[src/rtl/core_sum_xchg.sv]
// Inter-core softmax-denominator exchange: per-core partial-sum FIFOs, lockstep pair-pop add,
// and independent per-core read handshakes. Optional macro SUM_XCHG_SAT_EN saturates the add.
module core_sum_xchg #(
  parameter int bw_psum   = 20,
  parameter int depth     = 4,
  parameter int depth_log = 2
) (
  input  logic                 clk,
  input  logic                 reset,
  input  logic [bw_psum+3:0]   sum0_in,
  input  logic                 sum0_vld,
  input  logic [bw_psum+3:0]   sum1_in,
  input  logic                 sum1_vld,
  output logic                 full0,
  output logic                 full1,
  input  logic                 rd0,
  input  logic                 rd1,
  output logic [bw_psum+3:0]   total0,
  output logic [bw_psum+3:0]   total1,
  output logic                 rd_vld0,
  output logic                 rd_vld1,
  output logic                 ovf_err,
  output logic                 sum_ovf
);
  localparam int sw = bw_psum + 4;
  localparam logic [depth_log:0] depth_c = (depth_log + 1)'(depth);

  // Index 0 belongs to core 0, index 1 to core 1.
  logic [sw-1:0]        mem_q  [2][depth];
  logic [sw-1:0]        mem_d  [2][depth];
  logic [depth_log-1:0] wptr_q [2];
  logic [depth_log-1:0] wptr_d [2];
  logic [depth_log-1:0] rptr_q [2];
  logic [depth_log-1:0] rptr_d [2];
  logic [depth_log:0]   cnt_q  [2];
  logic [depth_log:0]   cnt_d  [2];
  logic [sw-1:0]        total_q, total_d;
  logic                 rd_vld0_q, rd_vld0_d;
  logic                 rd_vld1_q, rd_vld1_d;
  logic                 ovf_err_q, ovf_err_d;
  logic                 sum_ovf_q, sum_ovf_d;

  logic [sw-1:0] push_data [2];
  logic          push_req  [2];
  logic          push_ok   [2];
  logic          pair_pop;
  logic [sw:0]   raw_sum;
  logic [sw-1:0] sum_val;

  // Handshake: a total is offered while rd_vldN=1 and is consumed on any edge where rdN=1.
  // A pair-pop needs both slots free or being consumed in the same cycle.
  always_comb begin
    push_data[0] = sum0_in;
    push_data[1] = sum1_in;
    push_req[0]  = sum0_vld;
    push_req[1]  = sum1_vld;

    pair_pop = (cnt_q[0] != '0) && (cnt_q[1] != '0) &&
               (!rd_vld0_q || rd0) && (!rd_vld1_q || rd1);

    raw_sum = {1'b0, mem_q[0][rptr_q[0]]} + {1'b0, mem_q[1][rptr_q[1]]};
`ifdef SUM_XCHG_SAT_EN
    sum_val = raw_sum[sw] ? {sw{1'b1}} : raw_sum[sw-1:0];
`else
    sum_val = raw_sum[sw-1:0];
`endif

    ovf_err_d = ovf_err_q;
    for (int c = 0; c < 2; c++) begin
      // A pop in the same cycle frees the head slot, so a full FIFO can still accept.
      push_ok[c] = push_req[c] && ((cnt_q[c] < depth_c) || pair_pop);
      mem_d[c]   = mem_q[c];
      wptr_d[c]  = wptr_q[c];
      rptr_d[c]  = rptr_q[c];
      cnt_d[c]   = cnt_q[c];
      if (push_ok[c]) begin
        mem_d[c][wptr_q[c]] = push_data[c];
        wptr_d[c]           = wptr_q[c] + 1'b1;
      end
      if (pair_pop) begin
        rptr_d[c] = rptr_q[c] + 1'b1;
      end
      if (push_ok[c] && !pair_pop) begin
        cnt_d[c] = cnt_q[c] + 1'b1;
      end else if (!push_ok[c] && pair_pop) begin
        cnt_d[c] = cnt_q[c] - 1'b1;
      end
      if (push_req[c] && !push_ok[c]) begin
        ovf_err_d = 1'b1;
      end
    end

    total_d   = total_q;
    rd_vld0_d = rd_vld0_q && !rd0;
    rd_vld1_d = rd_vld1_q && !rd1;
    sum_ovf_d = sum_ovf_q;
    if (pair_pop) begin
      total_d   = sum_val;
      rd_vld0_d = 1'b1;
      rd_vld1_d = 1'b1;
      sum_ovf_d = sum_ovf_q | raw_sum[sw];
    end
  end

  always_ff @(posedge clk) begin
    mem_q <= mem_d;
    if (reset) begin
      for (int c = 0; c < 2; c++) begin
        wptr_q[c] <= '0;
        rptr_q[c] <= '0;
        cnt_q[c]  <= '0;
      end
      total_q   <= '0;
      rd_vld0_q <= 1'b0;
      rd_vld1_q <= 1'b0;
      ovf_err_q <= 1'b0;
      sum_ovf_q <= 1'b0;
    end else begin
      wptr_q    <= wptr_d;
      rptr_q    <= rptr_d;
      cnt_q     <= cnt_d;
      total_q   <= total_d;
      rd_vld0_q <= rd_vld0_d;
      rd_vld1_q <= rd_vld1_d;
      ovf_err_q <= ovf_err_d;
      sum_ovf_q <= sum_ovf_d;
    end
  end

  assign full0   = (cnt_q[0] == depth_c);
  assign full1   = (cnt_q[1] == depth_c);
  assign total0  = total_q;
  assign total1  = total_q;
  assign rd_vld0 = rd_vld0_q;
  assign rd_vld1 = rd_vld1_q;
  assign ovf_err = ovf_err_q;
  assign sum_ovf = sum_ovf_q;
endmodule

[config.mk]
export PLATFORM = sky130hd
export DESIGN_NAME = core_sum_xchg
export DESIGN_NICKNAME = d
export VERILOG_FILES = /design/src/rtl/core_sum_xchg.sv
export SDC_FILE = /design/constraint.sdc
export NUM_CORES = 1
export LEC_CHECK = 0
export ABC_AREA = 1
export ABC_CLOCK_PERIOD_IN_PS = 4300
export CAP_MARGIN = 20
export CORE_MARGIN = 8
export CORE_UTILIZATION = 30
export CTS_BUF_LIST = sky130_fd_sc_hd__clkbuf_16
export CTS_CLUSTER_DIAMETER = 50
export DETAILED_ROUTE_END_ITERATION = 8
export PLACE_DENSITY = 0.53
export SLEW_MARGIN = 20
export SYNTH_ARGS = -nofsm -noshare
export SYNTH_HDL_FRONTEND = slang
export SYNTH_SLANG_ARGS = --single-unit
[constraint.sdc]
create_clock -name clk -period 4.3 [get_ports clk]
set_input_delay 0.43 -clock clk [delete_from_list [all_inputs] [get_ports clk]]
set_output_delay 0.43 -clock clk [all_outputs]
set_load 0.1 [all_outputs]
==> impl_metrics.tcl, run 1 <==
set metrics [dict create \
    gp_congestion 0.983 \
    avgSynthCellArea_um2 9.82 \
    required_ns 4.73 \
    synth.distinct_cells 33 \
    end_kind "register" \
    synth_top_area_share_pct 53.1 \
    fin_crit_sh_pct 73.7 \
    seqCellArea_mm2 0.00661 \
    final_cell_mix "192 x edfxtp_1, 181 x nor2_1, 178 x nand2_1, 132 x inv_1, 114 x o21ai_0" \
    final_common_cell "edfxtp_1" \
    cts_num_sinks 234 \
    rsz0062_at_grt "false" \
    ys_seq_area_share_pct 60.8 \
    grt_pass1_wl_mm 43.9 \
    synth_area_leaders "edfxtp_1 53%, dfxtp_1 7.7%, nor2_1 6.5%" \
    antenna_found_initial 1 \
    vias 7879 \
    clk_latency_ns 0.53 \
    timing.fmax_mhz 315 \
    drive_above_1_share_pct 6.50 \
    cp_data_arrival_time_ns 3.60 \
    numPortBuffers 107 \
    period_needed_ns 3.17 \
    status "finished, final reports clean" \
    slew_headroom_pct 34.5 \
    grt-ovfl-total 0 \
    ioPinCount 108 \
    cts_resized 0 \
    drv_cap 0 \
    hold_path_class "register to register" \
    final_max_slew_viol_count 0 \
    path_max_fanout 25 \
    grt_start_max_net_pins 51 \
    setup_tns_ns 0 \
    first_pass_iters 5 \
    hold_buffers 0 \
    grt_use_total_pct 13.4 \
    syn_inst 1106 \
    fin_area_mm2 0.0132 \
    post_cts_buffers 0 \
    core_region_area_mm2 0.0357 \
    startpoint_type "register" \
    multi_input_area_mm2 0.00343 \
    cts_made_buffers 27 \
    start_util_pct 30.5 \
    path_clk_slew_ns 0.06 \
    rows 69 \
    die_height_um 206 \
    hold_violations 0 \
    ant_nets 0 \
    drc 0 \
    post-dp-hpwl_mm 19.9 \
    grt_pass1_vias 7342 \
    setup_viol 0 \
    die_area_mm2 0.0426 \
    synth_area_mm2 0.0109 \
    ys_ff_latch 234 \
    drtIter0Drc 611 \
    yosysTopAreaCell "edfxtp_1" \
    htree_levels 1 \
    finClkSkew_ns 0.00778 \
    via_per_inst 4.70 \
    die_x_um 206 \
    synth_nets 1197 \
    area_growth_pct 21.3 \
    tritoncts "built" \
    finalWirelength_mm 29.1 \
    fin_nets 1288 \
    worstSetupPathType "register to register" \
    tightest_slew_ns 0.979 \
    clockBufferDepth 3 \
    fillerInstances 3509 \
    postPlaceCellArea_mm2 0.0123 \
    wl_per_cell_um 17.3 \
    yosysWarnings 0 \
    root_buffer "clkbuf_16" \
]
registers in the layout, summed over array words and instances (netlist names):
name     count
mem_q      192
sum_ovf      1
total0      24
rd_vld1      1
wptr_q       4
ovf_err      1
rd_vld0      1
rptr_q       4
cnt_q        6
final timing paths:
kind / from / end / slack [ns] / depth (start not counted)
worst min-delay path: sum_ovf / sum_ovf / 0.46 / 2
worst max-delay path: rptr_q[3] / total0[16] / 1.13 / 13
worst min register to register: sum_ovf / sum_ovf / 0.46 / 2
worst max register to register: rptr_q[3] / total0[16] / 1.13 / 13
per-stage QoR:
step           utilization (%)  instances  setup WS, ns  hold slack (ns)
3_3_place_gp              34.5       1629          1.20            0.441
3_5_place_dp              34.5       1629          1.17            0.450
6_report                  37.0       1678          1.13            0.456
5_1_grt                   36.9       1677         0.929            0.475
2_1_floorplan                -       1106          1.38            0.463
4_1_cts                   36.9       1677          1.15            0.459
layout make-up:
| type | instances | share of cell area (%) |
|---|---|---|
| Antenna cell | 1 | 0.0190 |
| Clock buffer | 27 | 5.13 |
| Timing Repair Buffer | 123 | 9.04 |
| Sequential cell | 234 | 50.1 |
| Inverter | 133 | 3.81 |
| Multi-Input combinational cell | 678 | 26.1 |
| Tap cell | 461 | 4.38 |
| Clock inverter | 21 | 1.43 |
critical path, cell delays in order (launching register included):
cell	delay [ns]
dfxtp_1	0.31
inv_1	0.65
o21ai_0	0.20
o22ai_1	0.54
fa_1	0.37
nand2_1	0.07
nand2_1	0.08
nand2_1	0.15
o21ai_2	0.24
nand3_1	0.13
nand3_1	0.09
nand3_1	0.10
nand2_1	0.09
inv_1	0.03
Yosys cell counts (all sizes together):
| cell | instances |
|---|---|
| a211oi | 1 |
| a21boi | 2 |
| a21o | 3 |
| a21oi | 28 |
| buf | 30 |
| clkbuf | 31 |
| dfxtp | 42 |
| edfxtp | 192 |
| fa | 3 |
| ha | 34 |
| inv | 133 |
| nand2 | 180 |
| nand3 | 42 |
| nand3b | 1 |
| nand4 | 8 |
| nor2 | 189 |
| nor3 | 9 |
| o211ai | 2 |
| o21ai | 117 |
| o21bai | 1 |
| o22ai | 48 |
| or2 | 1 |
| xnor2 | 2 |
| xor2 | 7 |
kinds of logic (layout without fill, tap and decap cells):
group	after synthesis	count (layout)	synth area share [%]
AND/OR/NAND/NOR	430	430	15.9
buffers and inverters	194	304	7.77
flip-flops	234	234	60.8
XOR/XNOR	9	9	0.726
AO/OA/AOI/OAI	202	202	10.4
adder cells (fa/ha/maj)	37	37	4.47
other	0	1	0
metal layers:
metal,wire length [um],GRT usage [%],vias to the layer above
met5,0,0,-
met4,900,4.81,0
met3,1580,1.91,44
met2,13400,21.7,213
met1,13200,18.1,3721
li1,-,-,3901
Power of run 1 is left out: the tool's default activity adds up to more than one toggle a clock period on the data nets, which glitch-free logic cannot reach.
==> run 2: changes to the inputs <==
ABC_CLOCK_PERIOD_IN_PS = 3030   (was 4300)
clock period = 3.03 ns   (was 4.3 ns; I/O delays follow)
==> run 2 against run 1 <==
  * Sequential share of layout area is essentially flat
  * Flip-flop and latch count is the same
  * Critical path type unchanged
  * Die area is the same
  * Utilization is essentially flat
==> impl_metrics.tcl, run 2 (same netlist as run 1, synthesis figures left out) <==
set metrics [dict create \
    die_height_um 206 \
    finalWirelength_mm 28.5 \
    setup_viol 0 \
    slowest_delay_ns 0.37 \
    slowest_stage "ha_1" \
    drc 0 \
    period_needed_ns 2.79 \
    path_cells "inv_1, buf_4, o21ai_0, o22ai_1, ha_1, nand2_1, inv_1, nand2_1, nand2_1, a21oi_1, nand3_1, nand2_1, nand3_1, nand2_1, inv_1" \
    worstSetupPathType "register to register" \
    numPortBuffers 107 \
    final_max_slew_viol_count 0 \
    post_cts_buffers 0 \
    ioPinCount 108 \
    path_clk_slew_ns 0.06 \
    slew_headroom_pct 34.9 \
    antenna_found_initial 0 \
    status "finished, final reports clean" \
    path_delay_family "compound AO/OA/AOI/OAI gates" \
    grt_start_max_net_pins 50 \
    htree_levels 1 \
    hold_path_class "primary input to register" \
    end_kind "register" \
    post-dp-hpwl_mm 20.4 \
    path_max_fanout 14 \
    clockBufferDepth 3 \
    antenna_cells 0 \
    clk_latency_ns 0.53 \
    finClkSkew_ns 0.0182 \
    fin_crit_sh_pct 92.0 \
    grt_use_total_pct 13.2 \
    cp_data_arrival_time_ns 3.22 \
    postPlaceCellArea_mm2 0.0123 \
    required_ns 3.46 \
    start_util_pct 30.5 \
    setup_tns_ns 0 \
    drive_above_1_share_pct 11.1 \
    gp_congestion 0.912 \
    rsz0062_at_grt "false" \
    r2r_slack_ns 0.24 \
    core_region_area_mm2 0.0357 \
    cts_num_sinks 234 \
    drtIter0Drc 565 \
    hold_buffers 0 \
    fin_nets 1297 \
    crit_top_cell "nand2_1" \
    grt_pass1_vias 7368 \
    grt_pass1_wl_mm 42.9 \
    via_per_inst 4.57 \
    cts_made_buffers 27 \
    cts_resized 0 \
    vias 7711 \
    startpoint_type "register" \
    tightest_slew_ns 0.973 \
    hold_violations 0 \
    final_cell_mix "192 x edfxtp_1, 181 x nor2_1, 178 x nand2_1, 137 x inv_1, 114 x o21ai_0" \
    drv_cap 0 \
    regMostFlops "mem_q" \
    wl_per_cell_um 16.9 \
    rows 69 \
    die_area_mm2 0.0426 \
    path_buf_inv 4 \
    root_buffer "clkbuf_16" \
    tritoncts "built" \
    final_common_cell "edfxtp_1" \
    area_growth_pct 21.2 \
    grt-ovfl-total 0 \
    first_pass_iters 6 \
    fin_area_mm2 0.0132 \
    largest_reg_flops 192 \
    timing.fmax_mhz 359 \
    ant_nets 0 \
    die_x_um 206 \
]
## run 2: cell types whose count changed in the layout (fill, tap and decap cells not counted), moves of 3 or more
cell and change:
inv_6 -3, inv_1 +5, clkinv_4 +4, buf_4 +57, clkdlybuf4s50_1 -51
## run 2: worst paths after layout
check / startpoint / end / cells after the start
hold / removal: sum0_in[11] / mem_q[155] / 1
setup reg to reg: rptr_q[0] / total0[21] / 15
hold reg to reg: sum_ovf / sum_ovf / 2
setup / recovery: rptr_q[0] / total0[21] / 15
## run 2: metrics by stage
step | util (%) | worst slack (ns) | hold slack, ns | cells
global route | 36.9 | 0.0561 | 0.389 | 1686
CTS | 36.9 | 0.213 | 0.384 | 1686
global placement | 34.4 | 0.235 | 0.444 | 1638
finish | 36.9 | 0.241 | 0.403 | 1686
floorplan | - | 0.177 | 0.402 | 1106
detailed placement | 34.4 | 0.233 | 0.444 | 1638
## run 2: per-layer routing
metal	GRT usage, %	part of all wire [%]	vias to the layer above
met4	3.08	1.7	0
met2	22.1	48	146
met5	0	0	-
met1	17.4	46	3611
met3	2.40	4.9	37
li1	-	-	3917
## run 2: layout make-up
type / count / area, um2
tap: 461 / 577
fill: 3572 / 22500
timing repair buffer: 132 / 1160
multi-input combinational: 678 / 3430
clock inverter: 21 / 215
clock buffer: 27 / 676
sequential: 234 / 6610
inverter: 133 / 502
Power of run 2 is left out for the same reason.
==> patch 1, RTL diff (settings of run 2) <==
Change the parameter `depth_log` from 2 to 1.
--- a/src/rtl/core_sum_xchg.sv
+++ b/src/rtl/core_sum_xchg.sv
@@ -3,7 +3,7 @@
 module core_sum_xchg #(
   parameter int bw_psum   = 20,
   parameter int depth     = 4,
-  parameter int depth_log = 2
+  parameter int depth_log = 1
 ) (
   input  logic                 clk,
   input  logic                 reset,
Function: changed (a bounded check fails within 4 cycles, from zero or initial values and one cycle with reset high).
==> patch 1 against run 2 <==
Area after synthesis is 37% lower. Highest routed layer unchanged. Sequential cell count is 102 lower. Clock skew is 0.0072 ns lower. Sequential share of layout area is 7.9 points lower. Wire length is 39% lower. Final area is 35% lower. Setup slack better by 0.31 ns.
==> patch 1: results (changes against run 2) <==
[detailed_routing]
drt_iter0_drc=304  ; -46%
firstDrtPassIters=5  ; -1
vias_per_cell=4.34  ; -5.0%
drt-total-wl_um=17500  ; -39%

[synthesis]
synth-compound-area-share_pct=5.92  ; -4.4 points
synth_top_flop_cell=edfxtp_1
ys_warn_count=0  ; unchanged
synthDistinctLibCells=30  ; -9.1%
ys_top_cells_by_count=315 x nand2_1, 114 x inv_1, 96 x edfxtp_1
netlist_top_cells_area=edfxtp_1 42%, nand2_1 17%, dfxtp_1 11%
ys_seq_area_share_pct=52.9  ; -7.9 points
syn-num-nets=895  ; -25%
synth_fa_ha_area_share_pct=5.07  ; +0.60 points
synth_edf_count=96  ; -50%
synthMuxAreaShare_pct=0  ; unchanged
synth_xor_area_share_pct=0.900  ; +0.17 points
async_flop_share_pct=0  ; unchanged

[placed_design]
place_congestion=0.896  ; -1.7%
hpwlAfterDp_um=13600  ; -33%
port_buffers=107  ; unchanged

[sta]
setup_viol=0  ; unchanged
slew_headroom_pct=35.0  ; about the same
clock_skew_ns=0.0111  ; -0.00719 ns

[grt]
grt.total_usage_pct=12.8  ; -0.38 points
antenna_found_initial=0  ; unchanged
grt_pass1_wl_um=27700  ; -35%
grt_max_degree=41  ; -18%
grt_pass1_vias=5309  ; -28%

[clock_network]
root_buffer=clkbuf_16
cts-resized-gates=0  ; unchanged
post_cts_buffers=0  ; unchanged
htreeDepth=4  ; +3
clk_path_buf_depth=2  ; -1
worstSkewPairLatency_ns=0.42  ; -0.11 ns
numCtsBuffers=17  ; -37%
clk_pin_slew_ns=0.06  ; about the same

[pwr]
ir_drop_v=0.000348
power_frac_clock_pct=48.8
leakagePower_nw=3.90
p_int_mw=3.13

[finish]
regMostFlops=mem_q
num-nets-final=990  ; -24%
drive_gt1_share_pct=12.5  ; +1.4 points
num_antenna_cells=0  ; unchanged
fillers=2345  ; -34%
largest_reg_flops=96  ; -50%

[status]
outcome=completed

[setup_path]
rrSetupSlack_ns=0.55  ; +0.31 ns
r2r-end=total0[16]
r2r-start=rptr_q[0]
critPathKind=reg -> reg
rr_worst_depth=15  ; unchanged
cp_max_fo=16  ; +2

[hold_path]
hold_end=ovf_err
hp-class=reg -> reg
hp-start=ovf_err
whs_path_depth=2  ; +1

==> patch 1: per-layer routing <==
layer  wire [µm]  vias to the layer above  track usage (%)  share of wire, %
met5           0                        -                0                 0
met4         199                        0             4.15               1.1
met3        1100                       15             3.59               6.3
met2        7700                      143             19.9                44
met1        8460                     2333             16.9                48
li1            -                     2752                -                 -
==> patch 1: worst max-delay path by stage <==
stage	end	slack [ns]	cells after the start
floorplan	mem_q[144]	0.35	8
global placement	mem_q[75]	0.50	8
detailed placement	mem_q[76]	0.52	8
CTS	sum_ovf	0.54	15
global route	total0[20]	0.18	15
finish	total0[16]	0.55	15
==> patch 1: metrics by stage <==
stage | worst slack [ns] | hold slack, ns | cells | utilization (%) | area, µm²
CTS | 0.537 | 0.447 | 1207 | 38.0 | 8520
detailed placement | 0.521 | 0.444 | 1175 | 35.5 | 7960
global route | 0.185 | 0.457 | 1207 | 38.0 | 8520
floorplan | 0.349 | 0.402 | 814 | - | 6820
finish | 0.552 | 0.452 | 1207 | 38.0 | 8520
global placement | 0.499 | 0.440 | 1175 | 35.5 | 7960
==> patch 1: worst max-delay path, cell delays in order (launching register included) <==
cell      delay, ns
dfxtp_1        0.33
clkinv_1       0.26
buf_4          0.30
nand2_1        0.07
nand2_1        0.09
fa_1           0.48
nand2_1        0.12
nand3_1        0.09
nand3_1        0.09
nand2_1        0.09
nand2_1        0.12
nand2_1        0.08
nand2_1        0.06
nand3_1        0.07
nand2_1        0.08
inv_1          0.03
==> patch 1: area by class of cell <==
| cell class | instances | area (µm²) | share of cell area (%) |
|---|---|---|---|
| multi-input cells | 522 | 2510 | 29.5 |
| inverters | 117 | 439 | 5.16 |
| well taps | 285 | 357 | 4.19 |
| clock buffers | 17 | 425 | 5.00 |
| repair buffers | 119 | 1050 | 12.3 |
| flip-flops and latches | 132 | 3600 | 42.3 |
| clock inverters | 15 | 131 | 1.54 |
==> patch 1: kinds of logic after synthesis <==
logic type | Yosys count
buffers and inverters | 160
and+or+nand+nor | 419
DFF | 132
adders and majority gates | 27
xor gates and xnor gates | 7
AOI/OAI and AO/OA | 69
==> patch 1: power by group through the flow <==
stage	clock [mW]	sequential, mW	combinational, mW
3_3_place_gp	0	1.97	0.105
6_report	1.94	1.93	0.104
3_5_place_dp	0	1.97	0.106
4_1_cts	1.99	1.93	0.106
2_1_floorplan	0	1.98	0.00921
5_1_grt	2.07	1.93	0.111
==> patch 2, RTL diff (settings of run 2) <==
Made on the original files. Register the output `ovf_err` once more; this adds one clock of latency there. The other outputs are not delayed to match.
--- a/src/rtl/core_sum_xchg.sv
+++ b/src/rtl/core_sum_xchg.sv
@@ -133,7 +133,9 @@
   assign total1  = total_q;
   assign rd_vld0 = rd_vld0_q;
   assign rd_vld1 = rd_vld1_q;
-  assign ovf_err = ovf_err_q;
+  always_ff @(posedge clk) begin
+    ovf_err <= ovf_err_q;
+  end
   assign sum_ovf = sum_ovf_q;
 endmodule
 
Check against the original RTL: not equivalent (a bounded check fails within 10 cycles, from zero or initial values and one cycle with reset high).
==> patch 2 against run 2 <==
Global-route usage fell by 0.21 points. Setup slack lost 0.0063 ns. Die area rose by 0.17%. Area after synthesis is 0.18% higher. Final area increased by 0.95%. Wire length is essentially flat. Cell count grew 0.24%. Sequential cell count is 1 higher. Critical path depth increased by 1.
Power is left out: the tool's default activity adds up to more than one toggle a clock period on the data nets, which glitch-free logic cannot reach.
==> patch 2: results (changes against run 2) <==
[status]
outcome=completed

[placed_design]
port_buffers=107  ; unchanged
placedInstanceArea_um2=12300  ; +0.35%
dp_cells=1637  ; -0.061%
place_congestion=0.904  ; -0.81%
hpwlAfterDp_um=20100  ; -1.4%

[setup_path]
critPathTopFamily=simple AND/OR/NAND/NOR gates
slowest_delay_ns=0.45  ; +0.08 ns
r2r-end=total0[22]
cp-startpoint=rptr_q[0]
r2r-start=rptr_q[0]
arrival_ns=3.23  ; about the same
crit_slowest_cell=fa_1
cp_max_fo=50  ; +36
rr_worst_depth=16  ; +1
rrSetupSlack_ns=0.23

[hold_path]
hold_end=ovf_err
hp-class=reg -> reg
hp-start=ovf_err_q
whs_path_depth=0  ; -1

[synthesis]
ys_seq_area_share_pct=60.9  ; +0.072 points
ys_top_cells_by_count=192 x edfxtp_1, 189 x nor2_1, 178 x nand2_1
netlist_top_cells_area=edfxtp_1 53%, dfxtp_1 7.9%, nor2_1 6.5%
ys_warn_count=0  ; unchanged
syn_avg_cell_area_um2=9.83  ; about the same
syn-num-nets=1198  ; +0.084%
synth_edf_count=192  ; unchanged

[clock_network]
worstSkewPairLatency_ns=0.53  ; about the same
cts-resized-gates=0  ; unchanged
numCtsBuffers=29  ; +7.4%
clk_pin_slew_ns=0.06  ; about the same
root_buffer=clkbuf_16

[finish]
regMostFlops=mem_q
num_antenna_cells=0  ; unchanged
num-nets-final=1298  ; +0.077%
drive_gt1_share_pct=11.3  ; +0.21 points
largest_reg_flops=192  ; unchanged

[detailed_routing]
dr_wl_met2_um=13800  ; +1.2%
post_drt_wl_per_cell_um=16.9  ; -0.28%
vias_per_cell=4.63  ; +1.2%
drt_iter0_drc=546  ; -3.4%
firstDrtPassIters=5  ; -1
drt-met1-wl_um=12800  ; -1.7%
wl_met3_um=1380  ; -0.29%
drt-total-wl_um=28500  ; about the same

[grt]
grt_pass1_vias=7303  ; -0.88%
grt_use_met2_pct=22.3  ; +0.19 points
grt_util_met1_pct=16.7  ; -0.64 points
grt.total_usage_pct=12.9  ; -0.21 points
grt_pass1_wl_um=42300  ; -1.4%
use_met3_pct=1.91  ; -0.49 points
grt_max_degree=51  ; +2.0%

[sta]
slew_headroom_pct=34.5  ; -0.46 points
clock_skew_ns=0.0179  ; -0.000360 ns
whs_ns=0.352  ; -0.0507 ns

==> patch 2: cell types whose count changed after synthesis <==
cell	change
dfxtp_1	+1
==> patch 2: cell type report <==
type | count | area, µm²
fill | 3558 | 22400
sequential | 235 | 6630
multi-input combinational | 678 | 3430
timing repair buffer | 130 | 1180
clock buffer | 29 | 726
tap | 461 | 577
inverter | 133 | 502
clock inverter | 24 | 251
==> patch 2: cells by family after synthesis <==
kind of cell | after synthesis | synth area share (%)
XOR/XNOR | 9 | 0.724
adder cells (fa/ha/maj) | 37 | 4.46
AO/OA/AOI/OAI | 202 | 10.3
flip-flops | 235 | 60.9
AND/OR/NAND/NOR | 430 | 15.8
buffers and inverters | 194 | 7.76
==> patch 2: how the worst max path moves through the flow <==
stage,endpoint,slack (ns)
3_3_place_gp,total0[16],0.25
2_1_floorplan,mem_q[0],0.18
6_report,total0[22],0.23
3_5_place_dp,total0[16],0.23
4_1_cts,total0[12],0.22
5_1_grt,total0[16],0.05
